[src/rtl/int_bus_arbiter.sv]
// rtl/int_bus_arbiter.sv - two-master round-robin arbiter for the 16-bit-address / 8-bit-data register bus
module int_bus_arbiter #(
    parameter int AW = 16
) (
    input  logic          clock,
    input  logic          reset,

    input  logic          m0_req,
    output logic          m0_gnt,
    input  logic [AW-1:0] m0_address,
    input  logic [7:0]    m0_wr_data,
    input  logic          m0_write,
    input  logic          m0_read,
    output logic [7:0]    m0_rd_data,

    input  logic          m1_req,
    output logic          m1_gnt,
    input  logic [AW-1:0] m1_address,
    input  logic [7:0]    m1_wr_data,
    input  logic          m1_write,
    input  logic          m1_read,
    output logic [7:0]    m1_rd_data,

    output logic [AW-1:0] int_address,
    output logic [7:0]    int_wr_data,
    output logic          int_write,
    output logic          int_read,
    input  logic [7:0]    int_rd_data,

    output logic [1:0]    err_nogrant,
    input  logic          err_clear
);

    localparam logic [1:0] IDLE = 2'd0;
    localparam logic [1:0] GNT0 = 2'd1;
    localparam logic [1:0] GNT1 = 2'd2;
    localparam logic [1:0] GAP  = 2'd3;

    logic [1:0] state;
    logic [1:0] state_nxt;
    // Master that owned the bus most recently; reset to 1 so master 0 wins first.
    logic       last;
    logic       last_nxt;

    // Master that issued the read currently travelling through the slave.
    logic       rd_owner;
    // High in the cycle the slave presents read data (one cycle after int_read).
    logic       rd_pending;

    logic       m0_strobe;
    logic       m1_strobe;
    logic [1:0] err_set;

    assign m0_gnt = (state == GNT0);
    assign m1_gnt = (state == GNT1);

    assign m0_strobe = m0_write | m0_read;
    assign m1_strobe = m1_write | m1_read;

    // A strobe from a master that does not currently own the bus is an error.
    assign err_set = {m1_strobe & (state != GNT1),
                      m0_strobe & (state != GNT0)};

    // Next-state and round-robin owner selection.
    always_comb begin
        state_nxt = state;
        last_nxt  = last;
        case (state)
            IDLE: begin
                if (m0_req && m1_req) begin
                    state_nxt = last ? GNT0 : GNT1;
                end else if (m0_req) begin
                    state_nxt = GNT0;
                end else if (m1_req) begin
                    state_nxt = GNT1;
                end
            end
            GNT0: begin
                if (!m0_req) begin
                    state_nxt = GAP;
                    last_nxt  = 1'b0;
                end
            end
            GNT1: begin
                if (!m1_req) begin
                    state_nxt = GAP;
                    last_nxt  = 1'b1;
                end
            end
            default: begin
                // Dead cycle between owners: nobody is granted.
                state_nxt = IDLE;
            end
        endcase
    end

    // Arbitration state register.
    always_ff @(posedge clock or negedge reset) begin
        if (!reset) begin
            state <= IDLE;
            last  <= 1'b1;
        end else begin
            state <= state_nxt;
            last  <= last_nxt;
        end
    end

    // Registered bus mux: the owner's address, data and strobes reach the slave one cycle later.
    always_ff @(posedge clock or negedge reset) begin
        if (!reset) begin
            int_address <= '0;
            int_wr_data <= 8'h00;
            int_write   <= 1'b0;
            int_read    <= 1'b0;
        end else begin
            case (state)
                GNT0: begin
                    int_address <= m0_address;
                    int_wr_data <= m0_wr_data;
                    int_write   <= m0_write;
                    int_read    <= m0_read;
                end
                GNT1: begin
                    int_address <= m1_address;
                    int_wr_data <= m1_wr_data;
                    int_write   <= m1_write;
                    int_read    <= m1_read;
                end
                default: begin
                    // Address and data hold; only the strobes are forced low.
                    int_write <= 1'b0;
                    int_read  <= 1'b0;
                end
            endcase
        end
    end

    // Remember which master issued the read so its data returns there even if it has since released.
    always_ff @(posedge clock or negedge reset) begin
        if (!reset) begin
            rd_owner   <= 1'b0;
            rd_pending <= 1'b0;
        end else begin
            rd_pending <= int_read;
            if (state == GNT0 && m0_read) begin
                rd_owner <= 1'b0;
            end else if (state == GNT1 && m1_read) begin
                rd_owner <= 1'b1;
            end
        end
    end

    // Read data return: capture slave data into the owning master's register only.
    always_ff @(posedge clock or negedge reset) begin
        if (!reset) begin
            m0_rd_data <= 8'h00;
            m1_rd_data <= 8'h00;
        end else if (rd_pending) begin
            if (rd_owner) begin
                m1_rd_data <= int_rd_data;
            end else begin
                m0_rd_data <= int_rd_data;
            end
        end
    end

    // Sticky no-grant error flags; a new error in the clearing cycle stays set.
    always_ff @(posedge clock or negedge reset) begin
        if (!reset) begin
            err_nogrant <= 2'b00;
        end else if (err_clear) begin
            err_nogrant <= err_set;
        end else begin
            err_nogrant <= err_nogrant | err_set;
        end
    end

endmodule

[config.mk]
export PLATFORM = sky130hd
export DESIGN_NAME = int_bus_arbiter
export DESIGN_NICKNAME = d
export VERILOG_FILES = /design/src/rtl/int_bus_arbiter.sv
export SDC_FILE = /design/constraint.sdc
export NUM_CORES = 1
export LEC_CHECK = 0
export CAP_MARGIN = 30
export CORE_AREA = 5 5 78 80
export DETAILED_ROUTE_END_ITERATION = 10
export DIE_AREA = 0 0 83 85
export PLACE_DENSITY = 0.84
export SKIP_CTS_REPAIR_TIMING = 1
export SLEW_MARGIN = 25
export SYNTH_ARGS = -nofsm -noshare
export SYNTH_HDL_FRONTEND = slang
export SYNTH_SLANG_ARGS = --single-unit
[constraint.sdc]
create_clock -name clock -period 2.7 [get_ports clock]
set_input_delay 0.27 -clock clock [delete_from_list [all_inputs] [get_ports clock]]
set_output_delay 0.27 -clock clock [all_outputs]
set_load 0.02 [all_outputs]
==> metrics.md, run 1 <==
| Metric | Value |
|---|---|
| Run status | complete, but fails checks |
| Violated checks | hold timing |
| Count of final setup violators | 0 |
| Distinct cell type count after synthesis | 23 |
| Cell row count | 27 |
| CP startpoint kind | flop |
| Final Hold Slack | -0.0265 ns |
| Worst r2r path cells | 5 |
| Routed Antenna Nets | 0 |
| Tmin final | 2.23 ns |
| Routed Wire Length | approximately 5600 µm |
| Final net count | between 300 and 400 |
| Antenna diodes | 0 |
| Clock-pin transition on the worst setup and hold timing paths | 0.09 ns |
| Worst Tran Pin Value | a little over 0.6 ns |
| Power Dens Cells | approximately 1300 nW/µm² |
| Placed wire-length estimate | between 4000 and 5000 µm |
| Max-cap viol count | 0 |
| Area grow syn2layout | 56.6% |
| Die height | approximately 85 µm |
| Crit path max fanout | 13 |
| TNS Setup | 0 ns |
| Final Wtd Congestion | ~0.76 |
| Initial antenna violation count | 0 |
| H-tree levels | 2 |
| RSZ-0062 raised after global routing | false |
| CTS sink cnt | between 40 and 50 |
| Crit path DAT | slightly below 2 ns |
| Die ar. | 7060 µm² |
| Relative slew margins | 59.4% |
| Vias in the first global route | ~1900 |
| FF/Latch Area | approximately 1200 µm² |
| Syn Area/Cell | ~11 µm² |
| CP Class | flop to primary output |
| DR iter-0 viols | roughly 70 |
| Net Count, Synth | between 200 and 300 |
| Syn. warnings | 0 |
| GRT Total Usage | between 10% and 20% |
| Fillers | ~450 |
| Via density | roughly 4.7 |
| Endpoints failing hold | 48 |
| Slew Limit Fails | 0 |
| GR Overflow Total | 0 |
| Starting density of the core | approximately two fifths |
| WP data required | between 2 and 2.5 ns |
| Core area | 5340 µm² |
| Clock skew | around 0.0048 ns |
| # port buffers | 110 |
| Layout cell share with drive strength beyond 1 | roughly 8.0% |
| Routed WL per cell | roughly 15 µm |
| #FFs+latches synth | approximately 50 |
| VDD IR max | slightly above 0.6 mV |
| Pin count of the biggest net entering global routing | 50 |
| Global-route wire length before repair | a little over 9000 µm |
| Post-synthesis cell count | slightly above 200 |
| Seq/Total Area, Yosys | around 55% |
| Tcrit/Tclk final | between 80 and 90% |
| # DRC | 0 |
| Root buffer cell | clkbuf_8 |
| Placed Cells | between 300 and 400 |
| Synthesized area | about 2200 µm² |
| Crit end category | primary output |
| Ports | around 110 |
| CTS tree | done |
| Die Width | around 83 µm |
| Non-Filler Instances | 386 |
| Via count | about 1800 |
| Clock Path Buffers | 2 |
| LEAKAGE | approximately 1.5 nW |
| Drt first pass iters | 4 |
| Worst-Skew Late Latency | approximately 0.30 ns |
| Clock buffer count from CTS | 5 |
| Area of the multi-input gates | approximately 900 µm² |
| Peak Freq | roughly 0.45 GHz |
| HP Class | input pin to async pin |
-- power breakdown --
part / switching (mW) / internal (mW) / total [mW]
combinational: 1.32 / 1.16 / 2.48
sequential: 0.206 / 1.12 / 1.33
clock: 0.248 / 0.368 / 0.616
total: 1.78 / 2.65 / 4.42
-- cells in the final DEF (no fill, tap or decap), types with 2 or more instances in the layout --
cell,netlist,routed
a21oi_1,29,29
inv_1,5,5
clkdlybuf4s50_1,0,109
bufinv_16,0,2
ha_1,6,5
nor2_1,29,29
dfrtp_1,48,48
o22ai_1,2,2
mux2_2,8,8
nand2b_1,2,2
clkbuf_8,0,5
buf_4,0,4
nand2_1,29,29
nor2b_1,3,3
mux2i_1,24,24
a22oi_1,2,2
-- worst max-delay path, cell delays in order (launching register included) --
cell and delay [ns]:
dfrtp_1 0.44, inv_1 0.13, ha_2 0.42, clkdlybuf4s50_1 0.68
-- per-stage QoR --
stage / total power, mW / worst slack [ns] / cell area, µm² / utilization [%] / hold WS (ns)
global route: 4.73 / 0.384 / 3480 / 65.2 / 0.0240
detailed placement: 3.85 / 0.761 / 3350 / 62.7 / 0.331
floorplan: 2.88 / 1.18 / 2220 / - / -0.0256
finish: 4.42 / 0.471 / 3480 / 65.2 / -0.0265
global placement: 3.77 / 0.816 / 3340 / 62.6 / 0.358
CTS: 4.48 / 0.424 / 3480 / 65.2 / -0.00455
-- kinds of logic after synthesis --
kind of cell,Yosys count,share of synthesized area [%]
buffers and inverters,16,4.90
AO/OA/AOI/OAI,37,10.1
adder cells (fa/ha/maj),6,3.38
multiplexers,32,14.9
AND/OR/NAND/NOR,64,11.5
flip-flops,49,55.2
-- final timing paths --
| path | start | endpoint | slack [ns] |
|---|---|---|---|
| max | state[0]$_DFFE_PN0P_ | m1_gnt | 0.47 |
| min | reset | m1_rd_data[5]$_DFFE_PN0P_ | -0.03 |
| max reg2reg | state[0]$_DFFE_PN0P_ | int_address[10]$_DFFE_PN0N_ | 0.90 |
| min reg2reg | int_read$_DFF_PN0_ | rd_pending$_DFF_PN0_ | 0.39 |
| max in group asynchronous | reset | int_wr_data[5]$_DFFE_PN0N_ | 2.32 |
| min in group clock | int_read$_DFF_PN0_ | rd_pending$_DFF_PN0_ | 0.39 |
-- flip-flops by register name (all words and copies together), names as in the netlist --
name,count
int_write,1
state,2
int_wr_data,8
rd_pending,1
m1_rd_data,8
last,1
int_read,1
err_nogrant,2
int_address,16
rd_owner,1
m0_rd_data,8
-- cells in the mapped netlist --
cell      count  area share [%]
dfrtp_1      48              54
a21oi_1      29             6.5
nand2_1      29             4.9
nor2_1       29             4.9
mux2i_1      24              11
mux2_2        8             4.1
buf_2         6             1.4
ha_1          6             3.4
inv_1         5            0.84
nor2b_1       3            0.84
a22oi_1       2            0.68
buf_12        2             1.8
nand2b_1      2            0.56
o22ai_1       2            0.56
a31oi_1       1            0.28
buf_6         1            0.51
clkbuf_1      1            0.17
clkbuf_2      1            0.23
dfstp_2       1             1.2
nand2_2       1            0.28
o311ai_4      1             1.2
o31ai_1       1            0.34
o31ai_2       1            0.56
-- per-layer routing --
| metal | global-route usage (%) | up-vias | part of all wire (%) | wire (µm) |
|---|---|---|---|---|
| li1 | - | 907 | - | - |
| met1 | 19.8 | 830 | 44 | 2440 |
| met2 | 27.1 | 78 | 47 | 2630 |
| met3 | 5.53 | 8 | 8.3 | 465 |
| met4 | 4.46 | 0 | 1.2 | 65 |
| met5 | 0 | - | 0 | 0 |
-- layout make-up --
class / instances / area share [%]
Multi-Input combinational cell: 139 / 25.5
Sequential cell: 49 / 35.3
Tap cell: 72 / 2.59
Clock buffer: 5 / 1.98
Inverter: 5 / 0.539
Clock inverter: 3 / 1.87
Timing Repair Buffer: 113 / 32.2
Note: power is estimated with default switching activity, not from simulation.
==> run 2: changes to the inputs <==
- CORE_AREA: 5 5 78 80 -> 5 5 81 83
- DIE_AREA: 0 0 83 85 -> 0 0 86 88
- PLACE_DENSITY: 0.84 -> 0.78
- clock period: 2.7 -> 2.3 ns (I/O delays scaled with it)
==> run 2 against run 1 <==
  * The flow now finishes without violations
  * Sequential share of layout area rose by 0.20 points
  * Final cell count rose by 1.6%
  * Register-to-register slack worse by 0.17 ns
  * Combinational power up 17%
  * Sequential power is 17% higher
  * Utilization decreased by 5.3 points
  * First-iteration DRC count decreased by 17%
  * Setup slack worse by 0.12 ns
  * Die area grew 7.3%
  * Critical path depth did not move
  * Clock-buffer cell count grew 1
  * Critical path type unchanged
  * Critical endpoint is now m0_gnt
==> metrics.md, run 2 (same netlist as run 1, synthesis figures left out) <==
| Metric | Value |
|---|---|
| Busiest layer in global routing | met2 |
| Relative slew margins | 62.5% |
| Tcrit/Tclk final | between 80 and 90% |
| Antenna diodes | 0 |
| Routed WL per cell | 13.7 µm |
| Global-route wire length before repair | roughly 8400 µm |
| Core area | around 5800 µm² |
| Max reg flops | 16 |
| Power Dens Cells | ~1400 nW/µm² |
| Clock skew | between 0.007 and 0.008 ns |
| Endpoints failing hold | 0 |
| Largest register by flop count | int_address |
| H-tree levels | 2 |
| Bufs and invs on worst path | 2 |
| Placed wire-length estimate | 4300 µm |
| LEAKAGE | about 1.5 nW |
| CTS sink cnt | 49 |
| CP max stage delay | 0.63 ns |
| Count of final setup violators | 0 |
| Met3 Track Usage GR | under 10% |
| GRT Total Usage | 14.0% |
| Clock-pin transition on the worst setup and hold timing paths | ~0.090 ns |
| CP startpoint kind | flop |
| Slowest cell on crit path | clkdlybuf4s50_1 |
| Final Wtd Congestion | ~0.78 |
| # port buffers | 110 |
| Hold Path Origin | int_read$_DFF_PN0_ |
| Via count | 1804 |
| Vias in the first global route | between 1500 and 2000 |
| Clock buffer count from CTS | 5 |
| CTS tree | done |
| Worst-Skew Late Latency | 0.29 ns |
| Crit path max fanout | 5 |
| Fin util | 59.8% |
| Commonest non-fill, non-tap cell in the layout | clkdlybuf4s50_1 |
| VDD IR max | between 0.6 and 0.7 mV |
| Area grow syn2layout | 55.7% |
| Routed Antenna Nets | 0 |
| Via density | 4.60 |
| Non-Filler Instances | slightly below 400 |
| Worst Tran Pin Value | 0.562 ns |
| Placed Cells | 383 |
| Grt met2 use | about a quarter |
| DR iter-0 viols | 59 |
| Die ar. | ~7600 µm² |
| Crit path from | state[1]$_DFFE_PN0P_ |
| Commonest cells after routing, fill and taps aside | clkdlybuf4s50_1, dfrtp_1, nor2_1, nand2_1, a21oi_1 |
| TNS Setup | 0 ns |
| Cell row count | 28 |
| Crit path DAT | approximately 1.7 ns |
| Clock Path Buffers | 2 |
| CP cell instances | inv_1, ha_1, clkdlybuf4s50_1 |
| M1 GR Usage | around 17% |
| Worst flop-to-flop path startpoint | state[0]$_DFFE_PN0P_ |
| Tmin final | 1.95 ns |
| Die height | approximately 90 µm |
| WP data required | ~2.1 ns |
| GR Overflow Total | 0 |
| Final Hold Slack | between 0.3 and 0.4 ns |
| Ports | ~110 |
| CP Class | flop to primary output |
| Routed Wire Length | roughly 5400 µm |
| Run status | finished, final reports clean |
| Die Width | between 80 and 90 µm |
| Root buffer cell | clkbuf_8 |
| Crit-path leading delay family | buffers and inverters |
| Crit end category | primary output |
| R2R Setup Slk | between 0.7 and 0.8 ns |
| Layout cell share with drive strength beyond 1 | under 10% |
| Drt first pass iters | 4 |
| Starting density of the core | between 30% and 40% |
| Peak Freq | 0.513 GHz |
| Slew Limit Fails | 0 |
| Final net count | 387 |
| Pin count of the biggest net entering global routing | 27 |
| Final Power | around 5.0 mW |
| # DRC | 0 |
| Max-cap viol count | 0 |
| HP Class | flop to flop |
| Initial antenna violation count | 0 |
| RSZ-0062 raised after global routing | false |
-- run 2: cell types whose count changed in the layout (fill, tap and decap cells not counted), sizes merged --
cell,previous run,this run
buf,4,6
bufinv,2,0
clkinvlp,0,2
clkbuf,5,6
clkinv,1,0
dlygate4sd3,0,1
-- run 2: layout make-up --
class	count	area, µm²
clock buffer	6	72.6
clock inverter	2	15.0
fill	501	2320
inverter	5	18.8
multi-input combinational	139	888
sequential	49	1230
tap	75	93.8
timing repair buffer	116	1140
-- run 2: stage by stage --
step	cell area [µm²]	worst slack [ns]
detailed placement	3360	0.676
CTS	3450	0.343
finish	3460	0.349
global placement	3360	0.704
global route	3460	0.250
floorplan	2220	0.783
-- run 2: power by group --
group	leakage (nW)	switching, mW	internal (mW)
logic	0.867	1.53	1.37
registers	0.564	0.246	1.31
clock network	0.0374	0.275	0.214
-- run 2: metal layers --
layer	up-vias	share of wire [%]
li1	910	-
met3	7	8.6
met2	71	49
met5	-	0
met1	816	42
met4	0	1.0
-- run 2: final timing paths --
path | cells past startpoint | to
min reg2reg | 0 | rd_pending$_DFF_PN0_
max | 3 | m0_gnt
max reg2reg | 5 | state[0]$_DFFE_PN0P_
min | 0 | rd_pending$_DFF_PN0_
min in group asynchronous | 2 | m1_rd_data[1]$_DFFE_PN0P_
max in group asynchronous | 3 | int_wr_data[5]$_DFFE_PN0N_
==> run 3: changes to the inputs <==
- CORE_AREA: 5 5 81 83 -> 5 5 85 87
- DIE_AREA: 0 0 86 88 -> 0 0 90 92
- PLACE_DENSITY: 0.78 -> 0.74
- clock period: 2.3 -> 1.65 ns (I/O delays scaled with it)
==> run 3 against run 2 <==
  * First-iteration DRC count up 42%
  * Worst hold slack worse by 0.0098 ns
  * Utilization down 3.5 points
  * Critical endpoint is now int_address[10]$_DFFE_PN0N_
  * Combinational power up 43%
==> metrics.md, run 3 (same netlist as run 1, synthesis figures left out) <==
| Metric | Value |
|---|---|
| Run status | finished, final reports clean |
| Worst Tran Pin Value | around 0.34 ns |
| Peak Freq | roughly 0.67 GHz |
| Relative slew margins | around 77% |
| Core area | 6280 µm² |
| Initial antenna violation count | 0 |
| CP Class | flop to flop |
| Finished Cell Area | around 3500 µm² |
| Crit path max fanout | 16 |
| Met3 Track Usage GR | 6.30% |
| GR Overflow Total | 0 |
| Routed Wire Length | between 5000 and 6000 µm |
| Worst-Skew Late Latency | just under 0.3 ns |
| Max reg flops | 16 |
| Placed wire-length estimate | between 4000 and 5000 µm |
| Via count | approximately 1800 |
| Die Width | ~90 µm |
| Reg2reg end | int_address[10]$_DFFE_PN0N_ |
| Clock-pin transition on the worst setup and hold timing paths | 0.08 ns |
| Routed WL per cell | approximately 14 µm |
| Final Power | about 7.2 mW |
| Routed Antenna Nets | 0 |
| VDD IR max | 1.26 mV |
| Slew Limit Fails | 0 |
| Tcrit/Tclk final | 90.8% |
| Grt met2 use | a little under a quarter |
| Count of final setup violators | 0 |
| Placed Cells | approximately 390 |
| Tmin final | about 1.5 ns |
| WP data required | approximately 1.8 ns |
| Final net count | a little under 400 |
| Placement Cell Area | approximately 3400 µm² |
| DR iter-0 viols | 84 |
| Clock skew | ~0.0024 ns |
| Clock Path Buffers | 2 |
| # port buffers | between 100 and 150 |
| Pin count of the biggest net entering global routing | 50 |
| Crit path DAT | about 1.7 ns |
| HP Class | input pin to async pin |
| Crit end category | flop |
| CTS sink cnt | 49 |
| Drt first pass iters | 4 |
| # DRC | 0 |
| Worst flop-to-flop path startpoint | state[0]$_DFFE_PN0P_ |
| Commonest non-fill, non-tap cell in the layout | clkdlybuf4s50_1 |
| Max-cap viol count | 0 |
| LEAKAGE | between 1.5 and 2 nW |
| Cell row count | 29 |
| Root buffer cell | clkbuf_8 |
| Antenna diodes | 0 |
| R2R Setup Slk | approximately 0.15 ns |
| Via density | 4.62 |
| H-tree levels | 2 |
| GRT Total Usage | between 10% and 20% |
| Ports | 111 |
| Global-route wire length before repair | 9460 µm |
| Worst r2r path cells | 5 |
| CTS tree | done |
| M1 GR Usage | roughly 15% |
| Non-Filler Instances | ~400 |
| RSZ-0062 raised after global routing | false |
| Largest register by flop count | int_address |
| Area grow syn2layout | 59.1% |
| Vias in the first global route | 1940 |
| Power Dens Cells | around 2000 nW/µm² |
| Die height | about 92 µm |
| Fillers | between 500 and 600 |
| Final Wtd Congestion | just over 0.8 |
| Starting density of the core | a little over a third |
| Clock buffer count from CTS | 5 |
| CP startpoint kind | flop |
| Commonest cells after routing, fill and taps aside | clkdlybuf4s50_1, dfrtp_1, nor2_1, nand2_1, a21oi_1 |
| Layout cell share with drive strength beyond 1 | about 9% |
| Busiest layer in global routing | met2 |
| Endpoints failing hold | 0 |
| Die ar. | just over 8000 µm² |
-- run 3: cell count changes in the layout (fill, tap and decap cells not counted) --
cell,delta
dlymetal6s2s_1,+2
buf_12,+2
clkdlybuf4s50_1,-2
clkinvlp_4,-2
clkbuf_8,+1
bufinv_16,+1
-- run 3: stage by stage --
stage / hold WS (ns) / setup TNS [ns] / worst slack, ns / utilization, %
2_1_floorplan: -0.131 / 0 / 0.133 / -
6_report: 0.381 / 0 / 0.153 / 56.3
3_5_place_dp: 0.173 / 0 / 0.141 / 54.2
4_1_cts: -0.153 / -0.367 / -0.203 / 56.1
5_1_grt: 0.410 / 0 / 0.0271 / 56.3
3_3_place_gp: 0.173 / 0 / 0.177 / 54.2
-- run 3: power by group --
part / leakage, nW / switching, mW / internal [mW]
clock network: 0.0585 / 0.375 / 0.494
logic: 0.915 / 2.16 / 2.00
registers: 0.564 / 0.331 / 1.83
-- run 3: final cells by class --
class                           instances  area (µm²)  area share [%]
Clock buffer                            7        86.3            2.44
Clock inverter                          1        30.0           0.849
Inverter                                5        18.8           0.531
Multi-Input combinational cell        139         888            25.1
Sequential cell                        49        1230            34.7
Tap cell                               77        96.3            2.72
Timing Repair Buffer                  118        1190            33.6
-- run 3: critical path: stages (launching register included) --
cell and delay, ns:
dfrtp_1 0.43, inv_1 0.13, ha_2 0.20, buf_4 0.28, mux2i_1 0.25, a21oi_1 0.08
-- run 3: metal layers --
layer	part of all wire, %	vias up
li1	-	916
met1	41	832
met2	47	75
met3	11	7
met4	1.5	0
met5	0	-
-- run 3: worst max path at each step --
stage                               from                          end  slack [ns]  depth (start not counted)
detailed placement  state[0]$_DFFE_PN0P_                       m1_gnt        0.14                          3
CTS                 state[0]$_DFFE_PN0P_                       m1_gnt       -0.20                          3
global placement    state[0]$_DFFE_PN0P_                       m1_gnt        0.18                          3
global route        state[0]$_DFFE_PN0P_  int_address[10]$_DFFE_PN0N_        0.03                          5
floorplan           state[0]$_DFFE_PN0P_   int_address[7]$_DFFE_PN0N_        0.13                          6
finish              state[0]$_DFFE_PN0P_  int_address[10]$_DFFE_PN0N_        0.15                          5
